`src/rtl/qfmt_pkg.sv`:
```
// Shared constants and helpers for the fixed-point SM/TC conversion blocks.
package qfmt_pkg;

    // Per-transaction operation select
    localparam logic [1:0] QM_SM2TC = 2'b00;
    localparam logic [1:0] QM_TC2SM = 2'b01;
    localparam logic [1:0] QM_NEGSM = 2'b10;
    localparam logic [1:0] QM_NEGTC = 2'b11;

    // Widest word the helper below can inspect
    localparam int QF_MAXW = 128;

    // True when the low n bits of a hold the most negative n-bit TC value (10..0).
    // Callers zero-extend their word to QF_MAXW.
    function automatic logic is_most_neg(input logic [QF_MAXW-1:0] a, input int n);
        return a == (QF_MAXW'(1) << (n - 1));
    endfunction

endpackage

```
`src/rtl/qpipe_stage.sv`:
```
// Generic valid/ready register slice: loads whenever empty or drained downstream.
module qpipe_stage #(
    parameter int DW = 8
) (
    input  logic          clk,
    input  logic          rst,
    input  logic          in_valid,
    input  logic [DW-1:0] in_data,
    input  logic          ready_out,
    output logic          en,
    output logic          valid,
    output logic [DW-1:0] data
);

    assign en = !valid || ready_out;

    // Capture the upstream word when the slot is free; hold it while stalled
    always_ff @(posedge clk) begin
        if (rst) begin
            valid <= 1'b0;
            data  <= '0;
        end else if (en) begin
            valid <= in_valid;
            if (in_valid)
                data <= in_data;
        end
    end

endmodule

```
`src/rtl/qtwos_conv_pipe.sv`:
```
// Two-stage streaming sign/magnitude <-> two's-complement converter with
// saturation. S1 decodes into an operand plus carry-in; S2 adds, then packs
// and saturates. The binary point is never moved.
module qtwos_conv_pipe
    import qfmt_pkg::*;
#(
    parameter int Q     = 15,
    parameter int N     = 32,
    parameter int W     = 64,
    parameter int TAG_W = 4
) (
    input  logic             i_clk,
    input  logic             i_rst,
    input  logic             i_valid,
    output logic             o_ready,
    input  logic [1:0]       i_mode,
    input  logic [N-1:0]     i_a,
    input  logic [TAG_W-1:0] i_tag,
    output logic             o_valid,
    input  logic             i_ready,
    output logic [W-1:0]     o_b,
    output logic             o_ovf,
    output logic [TAG_W-1:0] o_tag
);

    localparam int WM1 = W - 1;
    localparam int S1W = 1 + W + 1 + 1 + 2 + TAG_W;
    localparam int S2W = W + 1 + TAG_W;

    if (W < N) begin : g_bad_width
        $error("qtwos_conv_pipe: W must be >= N");
    end
    if (N > QF_MAXW || W > QF_MAXW) begin : g_bad_max
        $error("qtwos_conv_pipe: width exceeds QF_MAXW");
    end
    if (Q >= N) begin : g_bad_q
        $error("qtwos_conv_pipe: Q must leave room for the sign bit");
    end

    // ---------------- S1 decode ----------------
    logic           s_in;
    logic [W-1:0]   ax;      // TC operand sign-extended
    logic [W-1:0]   mx;      // SM magnitude zero-extended
    logic           min_w;   // most-negative input that W cannot negate
    logic           d_sign, d_inc, d_sat;
    logic [W-1:0]   d_opnd;

    assign s_in  = i_a[N-1];
    assign ax    = W'($signed(i_a));
    assign mx    = W'(i_a[N-2:0]);
    assign min_w = (W == N) && is_most_neg(QF_MAXW'(i_a), N);

    // Negation is split as invert-now, add-carry-next-stage
    always_comb begin
        d_sign = s_in;
        d_opnd = ax;
        d_inc  = 1'b0;
        d_sat  = 1'b0;
        case (i_mode)
            QM_SM2TC: begin
                d_opnd = s_in ? ~mx : mx;
                d_inc  = s_in;
            end
            QM_TC2SM: begin
                d_opnd = s_in ? ~ax : ax;
                d_inc  = s_in;
                d_sat  = min_w;
            end
            QM_NEGSM: begin
                d_sign = ~s_in;
                d_opnd = mx;
            end
            default: begin
                d_opnd = ~ax;
                d_inc  = 1'b1;
                d_sat  = min_w;
            end
        endcase
    end

    logic           s1_en, s1_valid, s2_en, s2_valid;
    logic [S1W-1:0] s1_data;
    logic [S2W-1:0] s2_data;

    qpipe_stage #(.DW(S1W)) u_s1 (
        .clk       (i_clk),
        .rst       (i_rst),
        .in_valid  (i_valid),
        .in_data   ({d_sign, d_opnd, d_inc, d_sat, i_mode, i_tag}),
        .ready_out (s2_en),
        .en        (s1_en),
        .valid     (s1_valid),
        .data      (s1_data)
    );

    assign o_ready = s1_en;

    // ---------------- S2 add / pack / saturate ----------------
    logic             r_sign, r_inc, r_sat;
    logic [W-1:0]     r_opnd, sum, r_b;
    logic [1:0]       r_mode;
    logic [TAG_W-1:0] r_tag;
    logic             r_ovf;

    assign {r_sign, r_opnd, r_inc, r_sat, r_mode, r_tag} = s1_data;
    assign sum = r_opnd + W'(r_inc);

    // Final result selection; sat only ever arises for TC2SM/NEGTC at W==N
    always_comb begin
        r_b   = sum;
        r_ovf = 1'b0;
        case (r_mode)
            QM_SM2TC: r_b = sum;
            QM_TC2SM: begin
                r_b   = r_sat ? '1 : {r_sign, sum[W-2:0]};
                r_ovf = r_sat;
            end
            QM_NEGSM: r_b = (r_opnd[W-2:0] == '0) ? '0 : {r_sign, r_opnd[W-2:0]};
            default: begin
                r_b   = r_sat ? {1'b0, {WM1{1'b1}}} : sum;
                r_ovf = r_sat;
            end
        endcase
    end

    qpipe_stage #(.DW(S2W)) u_s2 (
        .clk       (i_clk),
        .rst       (i_rst),
        .in_valid  (s1_valid),
        .in_data   ({r_b, r_ovf, r_tag}),
        .ready_out (i_ready),
        .en        (s2_en),
        .valid     (s2_valid),
        .data      (s2_data)
    );

    assign o_valid               = s2_valid;
    assign {o_b, o_ovf, o_tag}   = s2_data;

endmodule
```
`config.mk`:
```
export PLATFORM = sky130hd
export DESIGN_NAME = qtwos_conv_pipe
export DESIGN_NICKNAME = d
export VERILOG_FILES = /design/src/rtl/qfmt_pkg.sv /design/src/rtl/qpipe_stage.sv /design/src/rtl/qtwos_conv_pipe.sv
export SDC_FILE = /design/constraint.sdc
export NUM_CORES = 1
export LEC_CHECK = 0
export ABC_CLOCK_PERIOD_IN_PS = 2600
export CAP_MARGIN = 20
export CORE_MARGIN = 3
export CORE_UTILIZATION = 51
export DETAILED_ROUTE_END_ITERATION = 6
export GPL_TIMING_DRIVEN = 0
export MAX_ROUTING_LAYER = met4
export PLACE_DENSITY = 0.81
export SLEW_MARGIN = 30
export SYNTH_ARGS = -nofsm -noshare
export SYNTH_HDL_FRONTEND = slang
export SYNTH_SLANG_ARGS = --single-unit
```
`constraint.sdc`:
```
create_clock -name i_clk -period 2.6 [get_ports i_clk]
set_input_delay 0.65 -clock i_clk [delete_from_list [all_inputs] [get_ports i_clk]]
set_output_delay 0.65 -clock i_clk [all_outputs]
set_load 0.01 [all_outputs]
```
==> run_results.csv, run 1 <==
group,metric,value,unit
worst_hold_path,min_to,"u_s2.data[1]",
timing,setup_viol,0,
detailed_routing,drt_iter0_drc,392,
status,outcome,"finished clean",
synth,synthesis.area,0.00511,mm²
synth,synth_xor_area_share,6.34,%
synth,synth_top_area_share,43.1,%
finish,nets,809,
pwr,p_int,2.49,mW
finish,drive_gt1_share,7.56,%
critical_path,arrival,1880,ps
timing,maxSlewViolCount,0,
pwr,p_seq_share,52.4,%
synth,syn_inst,639,
finish,syn_to_final_growth,29.5,%
finish,final_util,69.7,%
synth,synth_common_cells,"nand2_1, dfxtp_1, a21oi_1, nor2_1, o21ai_0",
timing,min_period_over_period,97.4,%
global_routing,grt_max_degree,20,
placed_design,post-place-ws,-358,ps
finish,fillCellCount,764,
critical_path,reg2reg_from,"u_s1.data[8]",
pwr,p_switching,1.09,mW
critical_path,end_kind,"primary output",
timing,skew,21.0,ps
flow_run,max-cap-violations,0,
floorplanning,die_area,0.0113,mm²
clocking,clk_latency,370,ps
synth,yosys.cell_types.count,57,
clocking,clockBufferDepth,2,
worst_hold_path,hold_path_class,"reg2reg",
pwr,finalPower,3.57,mW
floorplanning,die_y,106,µm
synth,synth_seq_cells,110,
synth,yosysTopAreaCell,"dfxtp_1",
pwr,pwr-share-clk,28.7,%
clocking,cts_hold_buf,0,
global_routing,grt_pass1_wl,26000,µm
detailed_routing,vias,5238,
timing,min_period,2530,ps
critical_path,required,1950,ps
pwr,pwr-share-comb,18.9,%
synth,synth.avg_cell_area,8.00,µm²
clocking,numCtsBuffers,9,
clocking,cts_tree,"yes",
finish,diodes,0,
timing,max_freq,0.395,GHz
critical_path,cp_max_fo,3,
global_routing,grt_util_all_layers,29.9,%
detailed_routing,drt-total-wl,16600,µm
global_routing,grt_antenna_before_repair,0,
timing,timing.hold.ws,464,ps
timing,setup_ws,67.9,ps
critical_path,r2r_cells,7,
pwr,ir_worst_vdd,0.000331,V
placed_design,place_congestion,0.976,
critical_path,start_kind,"input pin",
detailed_routing,postRouteAntennaNets,0,
synth,synthFlopType,"dfxtp_1",
floorplanning,row_count,35,
synth,synth_edf_count,0,
placed_design,place_hpwl,12600,µm
detailed_routing,vias_per_cell,5.85,
synth,ys_seq_area_share,43.1,%
synth,yosys_warnings,0,
synth,synth.top_cells.by_area,"dfxtp_1, nand2_1, a21oi_1, xnor2_1, o21ai_0",
synth,async_reset_ff_share,0,%
floorplanning,start_util,53.8,%
floorplanning,die_x,106,µm
clocking,cts-htree-levels,3,
pwr,p_per_area,540,mW/mm²
floorplanning,core_area,0.00950,mm²
timing,finalHoldViolCount,0,
detailed_routing,drc,0,
pwr,p_leak,2.34,nW
synth,synth_compound_area_share,20.6,%
detailed_routing,drt_pass1_iterations,7,
worst_hold_path,min_from,"u_s1.data[1]",
placed_design,portBuffers,110,
clocking,root_buffer,"clkbuf_8",
clocking,clkTransAtPathRegs,120,ps
critical_path,r2r_end,"u_s2.data[36]",
synth,synth_most_common_cell,"nand2_1",
synth,synth_mux_area_share,0.392,%
timing,slew_headroom,52.2,%
timing,tightest_slew,710,ps
detailed_routing,wire_per_inst,18.5,µm
critical_path,critical_path_class,"in2out",
critical_path,rrSetupSlack,100,ps
global_routing,grt_pass1_vias,4959,
floorplanning,io_pins,113,
pwr,switching_share,30.4,%
synth,syn-num-nets,686,
synth,yosys.area_share.simple,23.4,%
clocking,cts_sinks,110,
global_routing,grt_overflow_total,0,
synth,synth_top_family_by_area,"simple AND/OR/NAND/NOR gates",
worst_hold_path,hold_depth,2,
synth,yosys.area_share.adder,1.22,%
==> worst max path at each step <==
stage                       from       endpoint
finish                   i_ready        o_ready
floorplan           u_s1.data[8]  u_s2.data[36]
detailed placement  u_s1.data[4]   u_s2.data[9]
global route             i_ready        o_ready
global placement    u_s1.data[4]   u_s2.data[9]
CTS                      i_ready        o_ready
==> placed cells by master, fill, tap and decap left out, types with 4 or more instances in the layout <==
cell and instances:
a221oi_1 6, nand3_1 8, clkbuf_2 8, nand2_1 126, clkbuf_1 29, inv_1 5
clkbuf_8 10, a21oi_1 75, o21ai_0 46, buf_2 11, a211oi_1 7, dfxtp_1 110
nor2_1 47, a31oi_1 7, and2_1 5, clkdlybuf4s50_1 110, ha_1 4, nor4_1 18
nor3_1 8, and3_1 4, xnor2_1 34, nand4_1 16
==> metal layers <==
| layer | track usage [%] | vias up | share of wire (%) |
|---|---|---|---|
| met4 | 9.62 | 0 | 1.7 |
| met1 | 38.0 | 2453 | 43 |
| met2 | 49.6 | 260 | 48 |
| met5 | - | - | 0 |
| met3 | 3.95 | 26 | 7.3 |
| li1 | - | 2499 | - |
==> metrics by stage <==
step / TNS (ps) / instances / area [µm²]
floorplan: 0 / 639 / 5110
global placement: -5100 / 878 / 6370
detailed placement: -6860 / 878 / 6370
CTS: 0 / 894 / 6570
global route: -11.3 / 896 / 6620
finish: 0 / 896 / 6620
==> cell type report <==
| class | count | area [µm²] | share of cell area [%] |
|---|---|---|---|
| buffer | 52 | 238 | 3.59 |
| inverter | 5 | 18.8 | 0.284 |
| timing repair buffer | 112 | 1120 | 16.9 |
| clock inverter | 5 | 48.8 | 0.737 |
| clock buffer | 11 | 141 | 2.14 |
| tap | 129 | 161 | 2.44 |
| sequential | 110 | 2200 | 33.3 |
| multi-input combinational | 472 | 2690 | 40.7 |
==> state kept, by name (all words and copies together) (netlist names) <==
register / cells
u_s1.valid: 1
u_s2.valid: 1
u_s2.data: 68
u_s1.data: 40
==> power by group through the flow <==
stage	logic, mW	registers [mW]	clock network [mW]
after floorplan	0.359	1.90	0
after global placement	0.640	1.90	0
after detailed placement	0.658	1.91	0
after CTS	0.663	1.87	1.02
after global routing	0.732	1.88	1.09
final	0.674	1.87	1.03
==> cells by family after synthesis <==
group | Yosys count
AOI/OAI and AO/OA | 171
and+or+nand+nor | 256
adders and majority gates | 5
DFF | 110
muxes | 2
other | 1
buffers and inverters | 57
xor gates and xnor gates | 37
==> critical path, cell delays in order <==
cell	delay, ps
clkdlybuf4s50_1	440
nor2b_2	180
nand2_1	120
clkdlybuf4s50_1	500
==> repair_timing <==
item                                    in CTS  in global routing
cloned                                       0                  0
gates resized for setup                      5                 12
buffers inserted                             0                  2
pin swaps                                    0                  1
endpoints found under the setup margin      20                 18
Power figures use the tool's default switching activity.
==> inputs of run 2 (changes only) <==
GPL_TIMING_DRIVEN = 1   (was 0)
==> run 2 against run 1 <==
  * Non-clock buffer count shrank 16
  * Largest power group unchanged
  * Core utilization grew 0.80 points
  * First-iteration DRC count shrank 10%
  * Design area grew 1.2%
  * Clock-buffer cell count shrank 2
  * Maximum frequency shrank 0.39%
  * Worst hold slack lost 4.4 ps
==> run_results.csv, run 2 (synthesized netlist as in run 1, its figures left out) <==
group,metric,value,unit
critical_path,cp_max_fo,3,
placed_design,place_hpwl,11400,µm
detailed_routing,vias_per_cell,5.76,
finish,fillCellCount,775,
timing,tightest_slew,859,ps
pwr,p_leak,2.40,nW
critical_path,arrival,1890,ps
clocking,cts_sinks,110,
clocking,cts_resized,1,
finish,diodes,0,
detailed_routing,wire_per_inst,17.5,µm
finish,nets,793,
timing,maxSlewViolCount,0,
timing,max_freq,0.393,GHz
finish,largest_register_ffs,68,
global_routing,top_usage_layer,"met2",
critical_path,rrSetupSlack,180,ps
detailed_routing,postRouteAntennaNets,0,
detailed_routing,drc,0,
finish,syn_to_final_growth,31.0,%
floorplanning,die_area,0.0113,mm²
worst_hold_path,min_from,"u_s2.data[68]",
flow_run,max-cap-violations,0,
worst_hold_path,hold_path_class,"reg2reg",
timing,skew,12.0,ps
clocking,root_buffer,"clkbuf_8",
global_routing,grt_overflow_total,0,
global_routing,grt_antenna_before_repair,0,
global_routing,use_met2,46.3,%
clocking,cts_tree,"yes",
timing,setup_ws,57.9,ps
clocking,cts_setup_buffers,0,
detailed_routing,vias,5069,
global_routing,grt_util_all_layers,28.3,%
timing,min_period,2540,ps
floorplanning,start_util,53.8,%
clocking,numCtsBuffers,9,
timing,setup_viol,0,
detailed_routing,drt-total-wl,15400,µm
clocking,cts_hold_buf,0,
finish,drive_gt1_share,9.05,%
critical_path,r2r_cells,8,
placed_design,post-place-ws,2.63,ps
timing,timing.hold.ws,459,ps
global_routing,met3_usage,4.19,%
floorplanning,die_x,106,µm
placed_design,place_congestion,0.960,
critical_path,start_kind,"input pin",
timing,finalHoldViolCount,0,
clocking,clk_latency,370,ps
finish,largest_register,"u_s2.data",
critical_path,crit_path_end,"o_ready",
timing,rsz0062_at_grt,"false",
floorplanning,row_count,35,
pwr,ir_worst_vdd,0.000317,V
finish,final_cell_mix,"nand2_1, clkdlybuf4s50_1, dfxtp_1, a21oi_1, nor2_1",
status,outcome,"finished clean",
worst_hold_path,hold_depth,2,
critical_path,critical_path_class,"in2out",
critical_path,reg2reg_from,"u_s1.data[8]",
detailed_routing,drt_pass1_iterations,5,
clocking,clkTransAtPathRegs,100,ps
timing,slew_headroom,42.5,%
placed_design,portBuffers,111,
critical_path,startpoint,"i_ready",
clocking,clockBufferDepth,2,
critical_path,required,1950,ps
global_routing,grt_max_degree,44,
pwr,finalPower,3.71,mW
finish,layout.cells.most_common,"nand2_1",
pwr,p_per_area,553,mW/mm²
global_routing,grt_pass1_wl,25000,µm
timing,tns,0,ps
floorplanning,core_area,0.00950,mm²
critical_path,end_kind,"primary output",
floorplanning,io_pins,113,
timing,min_period_over_period,97.8,%
critical_path,r2r_end,"u_s2.data[68]",
finish,reg_top3,"u_s2.data x68, u_s1.data x40",
clocking,cts-htree-levels,3,
global_routing,grt_use_met1,36.3,%
floorplanning,die_y,106,µm
global_routing,grt_pass1_vias,4901,
detailed_routing,drt_iter0_drc,352,
==> run 2: worst min path at each step <==
stage,slack (ps),endpoint
after CTS,460,u_s2.data[68]
after floorplan,430,u_s2.data[0]
after global routing,480,u_s2.data[66]
final,460,u_s2.data[68]
after global placement,440,u_s2.data[20]
after detailed placement,450,u_s2.data[68]
==> run 2: power by group <==
part | switching (mW) | leakage [nW] | internal [mW]
clock network | 0.609 | 0.117 | 0.559
registers | 0.0909 | 0.901 | 1.78
logic | 0.344 | 1.38 | 0.322
==> run 2: critical path, cell delays in order <==
cell and delay, ps:
clkdlybuf4s50_1 440, nor2b_2 180, nand2_1 110, clkdlybuf4s50_1 510
==> run 2: area by class of cell <==
cell class	count	area, µm²	share of cell area, %
Inverter	5	18.8	0.280
Multi-Input combinational cell	472	2670	39.8
Sequential cell	110	2200	32.9
Tap cell	129	161	2.41
Clock inverter	7	103	1.53
Timing Repair Buffer	148	1420	21.2
Clock buffer	9	124	1.85
==> run 2: routing by layer <==
metal,vias up,wire (µm)
met2,217,7250
met1,2357,6850
met3,27,976
met5,-,0
li1,2468,-
met4,0,304
==> run 2: metrics by stage <==
step / std cells / area [µm²] / utilization [%]
final: 880 / 6700 / 70.5
after global routing: 880 / 6700 / 70.5
after CTS: 879 / 6690 / 70.4
after detailed placement: 863 / 6460 / 68.0
after global placement: 863 / 6460 / 68.0
after floorplan: 639 / 5110 / -
==> inputs of run 3 (changes only) <==
CORE_MARGIN = 5   (was 3)
GPL_ROUTABILITY_DRIVEN = 0   (was unset)
==> run 3 against run 2 <==
  * Clock-buffer cell count increased by 1
  * Wire length decreased by 8.7%
  * Clock skew about the same
  * Combinational power decreased by 6.3%
  * Clock power decreased by 10%
  * Largest cell class unchanged
==> run_results.csv, run 3 (synthesized netlist as in run 1, its figures left out) <==
group,metric,value,unit
status,outcome,"finished clean",
detailed_routing,drc,0,
clocking,clk_latency,380,ps
placed_design,portBuffers,111,
global_routing,grt_max_degree,55,
timing,min_period_over_period,96.6,%
critical_path,cp_max_fo,3,
timing,finalHoldViolCount,0,
detailed_routing,postRouteAntennaNets,0,
finish,diodes,0,
global_routing,grt_pass1_wl,22700,µm
critical_path,start_kind,"input pin",
floorplanning,die_x,110,µm
floorplanning,die_y,110,µm
timing,setup_viol,0,
detailed_routing,drt_pass1_iterations,5,
clocking,cts_tree,"yes",
finish,syn_to_final_growth,28.3,%
detailed_routing,wire_per_inst,16.2,µm
clocking,numCtsBuffers,9,
floorplanning,start_util,52.3,%
global_routing,grt_antenna_before_repair,0,
placed_design,place_hpwl,10300,µm
critical_path,required,1950,ps
pwr,p_per_area,543,mW/mm²
global_routing,grt_pass1_vias,4702,
critical_path,arrival,1860,ps
clocking,clkTransAtPathRegs,100,ps
detailed_routing,drt_iter0_drc,641,
placed_design,dp_cells,853,
finish,fin_cells,869,
finish,nets,778,
clocking,root_buffer,"clkbuf_8",
clocking,clockBufferDepth,2,
timing,maxSlewViolCount,0,
finish,largest_register,"u_s2.data",
flow_run,max-cap-violations,0,
floorplanning,io_pins,113,
clocking,cts_setup_buffers,0,
timing,rsz0062_at_grt,"false",
detailed_routing,drt-total-wl,14000,µm
detailed_routing,vias,4999,
floorplanning,die_area,0.0121,mm²
timing,tightest_slew,818,ps
critical_path,critical_path_class,"in2out",
clocking,cts-htree-levels,3,
critical_path,end_kind,"primary output",
finish,reg_top3,"u_s2.data x68, u_s1.data x40",
floorplanning,row_count,36,
global_routing,grt_overflow_total,0,
pwr,ir_worst_vdd,0.000272,V
clocking,cts_sinks,110,
floorplanning,core_area,0.00977,mm²
pwr,finalPower,3.56,mW
finish,largest_register_ffs,68,
pwr,p_leak,2.30,nW
finish,final_cell_mix,"nand2_1, clkdlybuf4s50_1, dfxtp_1, a21oi_1, nor2_1",
timing,skew,12.4,ps
detailed_routing,vias_per_cell,5.75,
global_routing,grt_util_all_layers,24.1,%
timing,slew_headroom,45.2,%
timing,min_period,2510,ps
timing,max_freq,0.398,GHz
finish,layout.cells.most_common,"nand2_1",
finish,drive_gt1_share,7.20,%
worst_hold_path,hold_path_class,"reg2reg",
-- run 3: path summary, 6_finish.rpt --
path                                     from       endpoint  depth (start not counted)  slack [ps]
worst max-delay path                  i_ready        o_ready                          4          90
worst min-delay path            u_s2.data[19]  u_s2.data[19]                          2         460
worst max register to register   u_s1.data[8]  u_s2.data[68]                          8         120
worst min register to register  u_s2.data[19]  u_s2.data[19]                          2         460
-- run 3: power breakdown --
part / total [mW] / leakage [nW] / switching, mW / internal, mW
Combinational: 0.625 / 1.30 / 0.319 / 0.306
Clock: 1.05 / 0.0987 / 0.574 / 0.476
Sequential: 1.89 / 0.901 / 0.105 / 1.78
Total: 3.56 / 2.30 / 0.997 / 2.56
-- run 3: metal layers --
layer  vias to the layer above  track usage (%)  wire [µm]
li1                       2426                -          -
met1                      2293             32.5       6000
met2                       236             36.8       6560
met3                        44             3.84       1040
met4                         0             8.97        437
met5                         -                -          0
-- run 3: metrics by stage --
step	worst slack, ps	setup TNS [ps]	cell area (µm²)	hold WS, ps	utilization [%]
2_1_floorplan	475	0	5110	432	-
3_3_place_gp	34.2	0	6350	439	64.9
3_5_place_dp	-0.493	-0.493	6350	446	64.9
4_1_cts	21.7	0	6560	461	67.1
5_1_grt	21.5	0	6560	487	67.1
6_report	87.7	0	6560	462	67.1
-- run 3: final cells by class --
type	instances	area, µm²
timing repair buffer	133	1300
tap	133	166
fill	815	3220
sequential	110	2200
multi-input combinational	472	2670
clock buffer	10	138
inverter	5	18.8
clock inverter	6	71.3
-- run 3: what timing repair did --
item,CTS,global route
gates resized for setup,0,1
setup endpoints to repair,0,1
hold buffers,0,0
-- run 3: critical path: stages --
cell	delay (ps)
clkdlybuf4s50_1	420
nor2b_2	180
nand2_1	110
clkdlybuf4s50_1	500
